## config.mk

```make
export PLATFORM = sky130hd
export DESIGN_NAME = alu_reservation_station
export DESIGN_NICKNAME = d
export VERILOG_FILES = /design/src/rtl/alu_reservation_station.sv
export SDC_FILE = /design/constraint.sdc
export NUM_CORES = 2
export LEC_CHECK = 0
export ABC_AREA = 1
export BUFFER_PORTS_ARGS = -buffer_cell sky130_fd_sc_hd__buf_2
export CELL_PAD_IN_SITES_DETAIL_PLACEMENT = 2
export CELL_PAD_IN_SITES_GLOBAL_PLACEMENT = 2
export CORE_MARGIN = 3
export CORE_UTILIZATION = 30
export DETAILED_ROUTE_END_ITERATION = 7
export PLACE_DENSITY = 0.81
export SLEW_MARGIN = 10
export SYNTH_ARGS = -nofsm -noshare
export SYNTH_HDL_FRONTEND = slang
export SYNTH_SLANG_ARGS = --single-unit
```

## constraint.sdc

```tcl
create_clock -name clk -period 20.1 [get_ports clk]
set_input_delay 4.02 -clock clk [delete_from_list [all_inputs] [get_ports clk]]
set_output_delay 4.02 -clock clk [all_outputs]
set_load 0.01 [all_outputs]
```

## src/rtl/alu_reservation_station.sv

```systemverilog
// ALU reservation station: an age-ordered collapsing queue sitting after dispatch.
// Entry 0 is always the oldest. Each entry waits until both source operands are valid,
// snooping the CDB for producer tags. The oldest ready entry issues, one per cycle.
//
// Optional build macro: ALU_RS_WAKEUP_ISSUE_EN
//   When defined, an operand whose tag is on the CDB this cycle counts as ready for
//   select, and cdb_value is forwarded straight onto the issue operand.
//   When undefined, select uses only the registered ready bits, so a woken entry
//   issues one cycle after the broadcast.
//
// Handshakes (valid/ready): a transfer happens on a rising clk edge when valid and
// ready are both high in the preceding cycle. Valid never depends on ready in the
// same direction. alloc_ready depends only on registered occupancy. issue_valid
// depends only on entry state and the current CDB inputs.
module alu_reservation_station #(
  parameter int XLEN      = 32,
  parameter int RS_SIZE   = 8,
  parameter int ROB_TAG_W = 6,
  parameter int CNT_W     = $clog2(RS_SIZE + 1)
) (
  input  logic                 clk,
  input  logic                 rst,
  input  logic                 flush,
  input  logic                 alloc_valid,
  output logic                 alloc_ready,
  input  logic [3:0]           alloc_alu_op,
  input  logic [ROB_TAG_W-1:0] alloc_rob_tag,
  input  logic                 alloc_src1_rdy,
  input  logic                 alloc_src2_rdy,
  input  logic [ROB_TAG_W-1:0] alloc_src1_tag,
  input  logic [ROB_TAG_W-1:0] alloc_src2_tag,
  input  logic [XLEN-1:0]      alloc_src1_val,
  input  logic [XLEN-1:0]      alloc_src2_val,
  input  logic [XLEN-1:0]      alloc_imm,
  input  logic                 alloc_use_imm,
  input  logic                 cdb_valid,
  input  logic [ROB_TAG_W-1:0] cdb_tag,
  input  logic [XLEN-1:0]      cdb_value,
  output logic                 issue_valid,
  input  logic                 issue_ready,
  output logic [3:0]           issue_alu_op,
  output logic [XLEN-1:0]      issue_op_a,
  output logic [XLEN-1:0]      issue_op_b,
  output logic [ROB_TAG_W-1:0] issue_rob_tag,
  output logic [CNT_W-1:0]     occupancy
);

  localparam int IDX_W = $clog2(RS_SIZE);

  typedef struct packed {
    logic                 valid;
    logic [3:0]           op;
    logic [ROB_TAG_W-1:0] rob_tag;
    logic                 rdy1;
    logic [ROB_TAG_W-1:0] tag1;
    logic [XLEN-1:0]      val1;
    logic                 rdy2;
    logic [ROB_TAG_W-1:0] tag2;
    logic [XLEN-1:0]      val2;
  } entry_t;

  entry_t             ent_q [RS_SIZE];  // registered entries, index 0 oldest
  entry_t             ent_w [RS_SIZE];  // entries with this cycle's CDB wakeup applied
  entry_t             ent_n [RS_SIZE];  // next-state after collapse and allocation
  entry_t             new_ent;
  entry_t             sel_ent;
  logic [CNT_W-1:0]   occ_q;
  logic [CNT_W-1:0]   occ_n;
  logic [CNT_W-1:0]   alloc_idx;
  logic [IDX_W-1:0]   sel_idx;
  logic               sel_found;
  logic [RS_SIZE-1:0] match1;
  logic [RS_SIZE-1:0] match2;
  logic [RS_SIZE-1:0] rdy_vec;
  logic               alloc_fire;
  logic               issue_fire;
  logic               new_match1;
  logic               new_match2;

  // CDB wakeup: waiting operands whose producer tag is broadcast become ready
  always_comb begin
    for (int i = 0; i < RS_SIZE; i++) begin
      match1[i] = cdb_valid && ent_q[i].valid && !ent_q[i].rdy1 && (ent_q[i].tag1 == cdb_tag);
      match2[i] = cdb_valid && ent_q[i].valid && !ent_q[i].rdy2 && (ent_q[i].tag2 == cdb_tag);
      ent_w[i] = ent_q[i];
      if (match1[i]) begin
        ent_w[i].rdy1 = 1'b1;
        ent_w[i].val1 = cdb_value;
      end
      if (match2[i]) begin
        ent_w[i].rdy2 = 1'b1;
        ent_w[i].val2 = cdb_value;
      end
    end
  end

  // Per-entry readiness for select
  always_comb begin
    for (int i = 0; i < RS_SIZE; i++) begin
`ifdef ALU_RS_WAKEUP_ISSUE_EN
      rdy_vec[i] = ent_q[i].valid && (ent_q[i].rdy1 || match1[i]) && (ent_q[i].rdy2 || match2[i]);
`else
      rdy_vec[i] = ent_q[i].valid && ent_q[i].rdy1 && ent_q[i].rdy2;
`endif
    end
  end

  // Oldest-first select: lowest ready index wins
  always_comb begin
    sel_idx   = '0;
    sel_found = 1'b0;
    for (int i = 0; i < RS_SIZE; i++) begin
      if (rdy_vec[i] && !sel_found) begin
        sel_idx   = IDX_W'(i);
        sel_found = 1'b1;
      end
    end
  end

  assign sel_ent     = ent_q[sel_idx];
  assign issue_valid = |rdy_vec;
  assign issue_fire  = issue_valid && issue_ready;
  assign alloc_ready = (occ_q < CNT_W'(RS_SIZE));
  assign alloc_fire  = alloc_valid && alloc_ready && !flush;
  assign alloc_idx   = occ_q - CNT_W'(issue_fire);
  assign occupancy   = occ_q;

  // Issue payload from the selected entry, zero when nothing is ready
  always_comb begin
    issue_alu_op  = '0;
    issue_op_a    = '0;
    issue_op_b    = '0;
    issue_rob_tag = '0;
    if (issue_valid) begin
      issue_alu_op  = sel_ent.op;
      issue_rob_tag = sel_ent.rob_tag;
`ifdef ALU_RS_WAKEUP_ISSUE_EN
      issue_op_a    = sel_ent.rdy1 ? sel_ent.val1 : cdb_value;
      issue_op_b    = sel_ent.rdy2 ? sel_ent.val2 : cdb_value;
`else
      issue_op_a    = sel_ent.val1;
      issue_op_b    = sel_ent.val2;
`endif
    end
  end

  // Incoming entry, capturing a same-cycle CDB broadcast for waiting sources
  always_comb begin
    new_match1      = cdb_valid && !alloc_src1_rdy && (alloc_src1_tag == cdb_tag);
    new_match2      = cdb_valid && !alloc_use_imm && !alloc_src2_rdy && (alloc_src2_tag == cdb_tag);
    new_ent         = '0;
    new_ent.valid   = 1'b1;
    new_ent.op      = alloc_alu_op;
    new_ent.rob_tag = alloc_rob_tag;
    new_ent.tag1    = alloc_src1_tag;
    new_ent.rdy1    = alloc_src1_rdy || new_match1;
    new_ent.val1    = alloc_src1_rdy ? alloc_src1_val : (new_match1 ? cdb_value : '0);
    new_ent.tag2    = alloc_src2_tag;
    if (alloc_use_imm) begin
      new_ent.rdy2 = 1'b1;
      new_ent.val2 = alloc_imm;
    end else begin
      new_ent.rdy2 = alloc_src2_rdy || new_match2;
      new_ent.val2 = alloc_src2_rdy ? alloc_src2_val : (new_match2 ? cdb_value : '0);
    end
  end

  // Next state: collapse above the issued slot, then drop the new entry at the top
  always_comb begin
    for (int i = 0; i < RS_SIZE; i++) begin
      ent_n[i] = ent_w[i];
    end
    for (int i = 0; i < RS_SIZE - 1; i++) begin
      if (issue_fire && (i >= int'(sel_idx))) begin
        ent_n[i] = ent_w[i + 1];
      end
    end
    if (issue_fire) begin
      ent_n[RS_SIZE-1].valid = 1'b0;
    end
    for (int i = 0; i < RS_SIZE; i++) begin
      if (alloc_fire && (i == int'(alloc_idx))) begin
        ent_n[i] = new_ent;
      end
    end
    occ_n = occ_q + CNT_W'(alloc_fire) - CNT_W'(issue_fire);
  end

  // State update: reset clears everything, flush drops valid entries
  always_ff @(posedge clk) begin
    if (rst) begin
      for (int i = 0; i < RS_SIZE; i++) begin
        ent_q[i] <= '0;
      end
      occ_q <= '0;
    end else if (flush) begin
      for (int i = 0; i < RS_SIZE; i++) begin
        ent_q[i].valid <= 1'b0;
      end
      occ_q <= '0;
    end else begin
      for (int i = 0; i < RS_SIZE; i++) begin
        ent_q[i] <= ent_n[i];
      end
      occ_q <= occ_n;
    end
  end

endmodule

```

==> impl_results.md <==
* Status: finished clean
* Worst Path Buf+Inv at 4
* Slew @ Worst Pin at 1260 ps
* Syn Inst Count at 8303
* Vias in the first global route at ~67k
* Commonest cells in the netlist: 3072 x nand2_1, 1174 x nand3_1, 817 x inv_1
* Levels on crit path at 15
* Routed Antenna Nets at 0
* Placed cell count at 10.4k
* Core Util, Final at between 30% and 40%
* Clock Path Buffers at 3
* Setup TNS at 0 ps
* Total global routing overflow at 0
* Total setup buffers inserted after CTS at 0
* Post-cts sizing count at 0
* Critical Path AT at between 7000 and 8000 ps
* Post-route insts no fill at 10.6k
* Crit-path max FO at between 70 and 80
* RSZ-0062 raised after global routing: false
* Final #Nets at between 8k and 9k
* Routability cong. at just under 0.9
* P_leak at roughly 28 nW
* Worst hold stages at 2
* TritonCTS clock tree: yes
* Sequential area share after synthesis at approximately 39%
* Pwr Density at roughly 72 nW/um2
* Final count of negative-setup-slack endpoints at 0
* CP startpoint kind: register
* Fin crit share at 57.9%
* Global Route Usage Sum at around a third
* # IOs at approximately 250
* Row cnt at about 160
* Hold Buf Count CTS at 0
* Max VDD drop at around 0.064 mV
* Ratio of cells with drive above 1 in the final layout at roughly 7.7%
* Worst R2R Path Depth at 17
* Synth Cell Area at between 50000 and 60000 um2
* CP max-delay cell: buf_4
* WP data required at 16080 ps
* DR DRC count at 0
* CP endpoint kind: output port
* Top FF cell, synth: edfxtp_1
* Hold Path Class: reg -> reg
* Die Width at 434 um
* Cell mode on critical path: nand2_1
* Synth cell types at between 40 and 50
* Initial Util at about 30%
* Fin Clk Skew at between 50 and 60 ps
* Fmax at 86.0 MHz
* Syn Area/Cell at 6.62 um2
* Via count at ~63k
* Clock Pin Slew Worst Setup and Hold Paths at 60 ps
* First-pass GRT wire length at around 450000 um
* Synth area leaders: edfxtp_1 39%, nand2_1 21%, nand3_1 11%
* Area delta synth->final at 9.98%
* Slew headroom at between 10% and 20%
* # Max-Cap Violations at 0
* Asr flop ratio synth at 0%
* Clock Sinks at between 700 and 800
* IO Port Bufs at 244
* Seq cells post-synth at between 700 and 800
* Slew Viols, Final at 0
* Core ar. at approximately 180000 um2
* H-tree depth at 3
* Die area at about 190000 um2
* Clock latency on the worst-skew pair at 780 ps
* DR pass1 iterations at 5
* Synth area leader: edfxtp_1
* Avg Vias per Cell at 5.91
* Total power at about 4.3 mW
* Count leader, synth: nand2_1
* Yosys warnings at 0
* Post-synth EDFFs at 711
* Synth top area share at just under 40%
* Routed wire length at 314000 um
* CP max stage delay at just under 1000 ps
* Final hold violation count at 0
* Crit path kind: reg -> out
* TritonCTS buffer count at 95
* Min cycle time layout at between 10000 and 15000 ps
* Initial antenna violation count at 14
* Die Y at 434 um
* CP top delay family: simple AND/OR/NAND/NOR gates
* CTS root buffer: clkbuf_16
* Detail Placement HPWL at 193000 um
* DR WL/cell at between 20 and 30 um
* Crit-path cells: nand3_1, nand2_2, nor2_8, nand3_4, nand3_4, buf_4, buf_4, buf_4, nand2_1, nand3_1, nand2_1, nand2_1, nand2_1, nor2_1, buf_2
* Drt initial violations at between 6k and 7k
* Largest net degree at the start of global routing at 170
-- final timing paths --
check / start / to / slack, ps
max: ent_q[3][88] / issue_op_a[5] / 8470
min: ent_q[0][88] / ent_q[0][88] / 620
max reg2reg: ent_q[4][88] / ent_q[0][22] / 13300
min reg2reg: ent_q[0][88] / ent_q[0][88] / 620
-- registers in the layout, indices dropped and copies added (netlist names) --
name / flops
occupancy: 4
ent_q: 712
-- layout make-up --
type	count	area (um2)
antenna	7	17.5
clock inverter	48	405
fill	21900	121000
tap	2370	2970
sequential	716	21500
clock buffer	123	2480
timing repair buffer	370	2180
inverter	948	3610
multi-input combinational	6002	27300
-- cells in the final DEF, fill, tap and decap left out, drive strengths merged, types with 3 or more instances in the layout --
cell type  instances
a211oi            21
a21oi            593
a22o              33
a31oi              8
and2              96
buf              370
bufinv             4
clkbuf           123
clkinv           146
conb               3
dfxtp              5
diode              7
edfxtp           711
ha                 7
inv              844
nand2           3114
nand3           1180
nand4             85
nor2             217
nor3              40
o21ai            503
or2               17
xnor2             32
xor2              42
-- layer usage --
metal | global-route usage (%) | vias to the layer above | wire (um)
met2 | 53.5 | 3073 | 143000
met1 | 39.9 | 32100 | 124000
li1 | - | 26500 | -
met4 | 17.8 | 0 | 19700
met3 | 6.48 | 908 | 27700
met5 | 0 | - | 0
-- report_power, final --
part	internal (mW)	leakage, nW	switching (mW)
sequential	1.76	7.78	0.0575
clock	0.922	1.39	0.777
combinational	0.202	18.9	0.622
total	2.88	28.1	1.46
-- metrics by stage --
stage	setup WS (ps)	area, um2	hold slack, ps
final	8470	60400	615
after CTS	8640	60400	608
after floorplan	3840	54900	506
after detailed placement	9540	57500	553
after global routing	8400	60400	658
after global placement	9720	57500	539
-- cells by family (layout without fill, tap and decap cells) --
kind of cell	count (synthesis)	after routing	share of synthesized area [%]
buf+inv	1587	1489	11.8
xor+xnor	74	74	1.18
fa+ha+maj	8	8	0.196
other cells	1	10	0.00683
compound gates	1164	1164	11.0
simple gates	4753	4753	36.8
flops	716	716	39.0
-- tightest hold or removal path: cells and delay by family (launching register included) --
| family | cells | cell delay, ps |
|---|---|---|
| flip-flops | 1 | 350 |
| AND/OR/NAND/NOR | 1 | 100 |
| AO/OA/AOI/OAI | 1 | 100 |
Power figures use the tool's default switching activity.
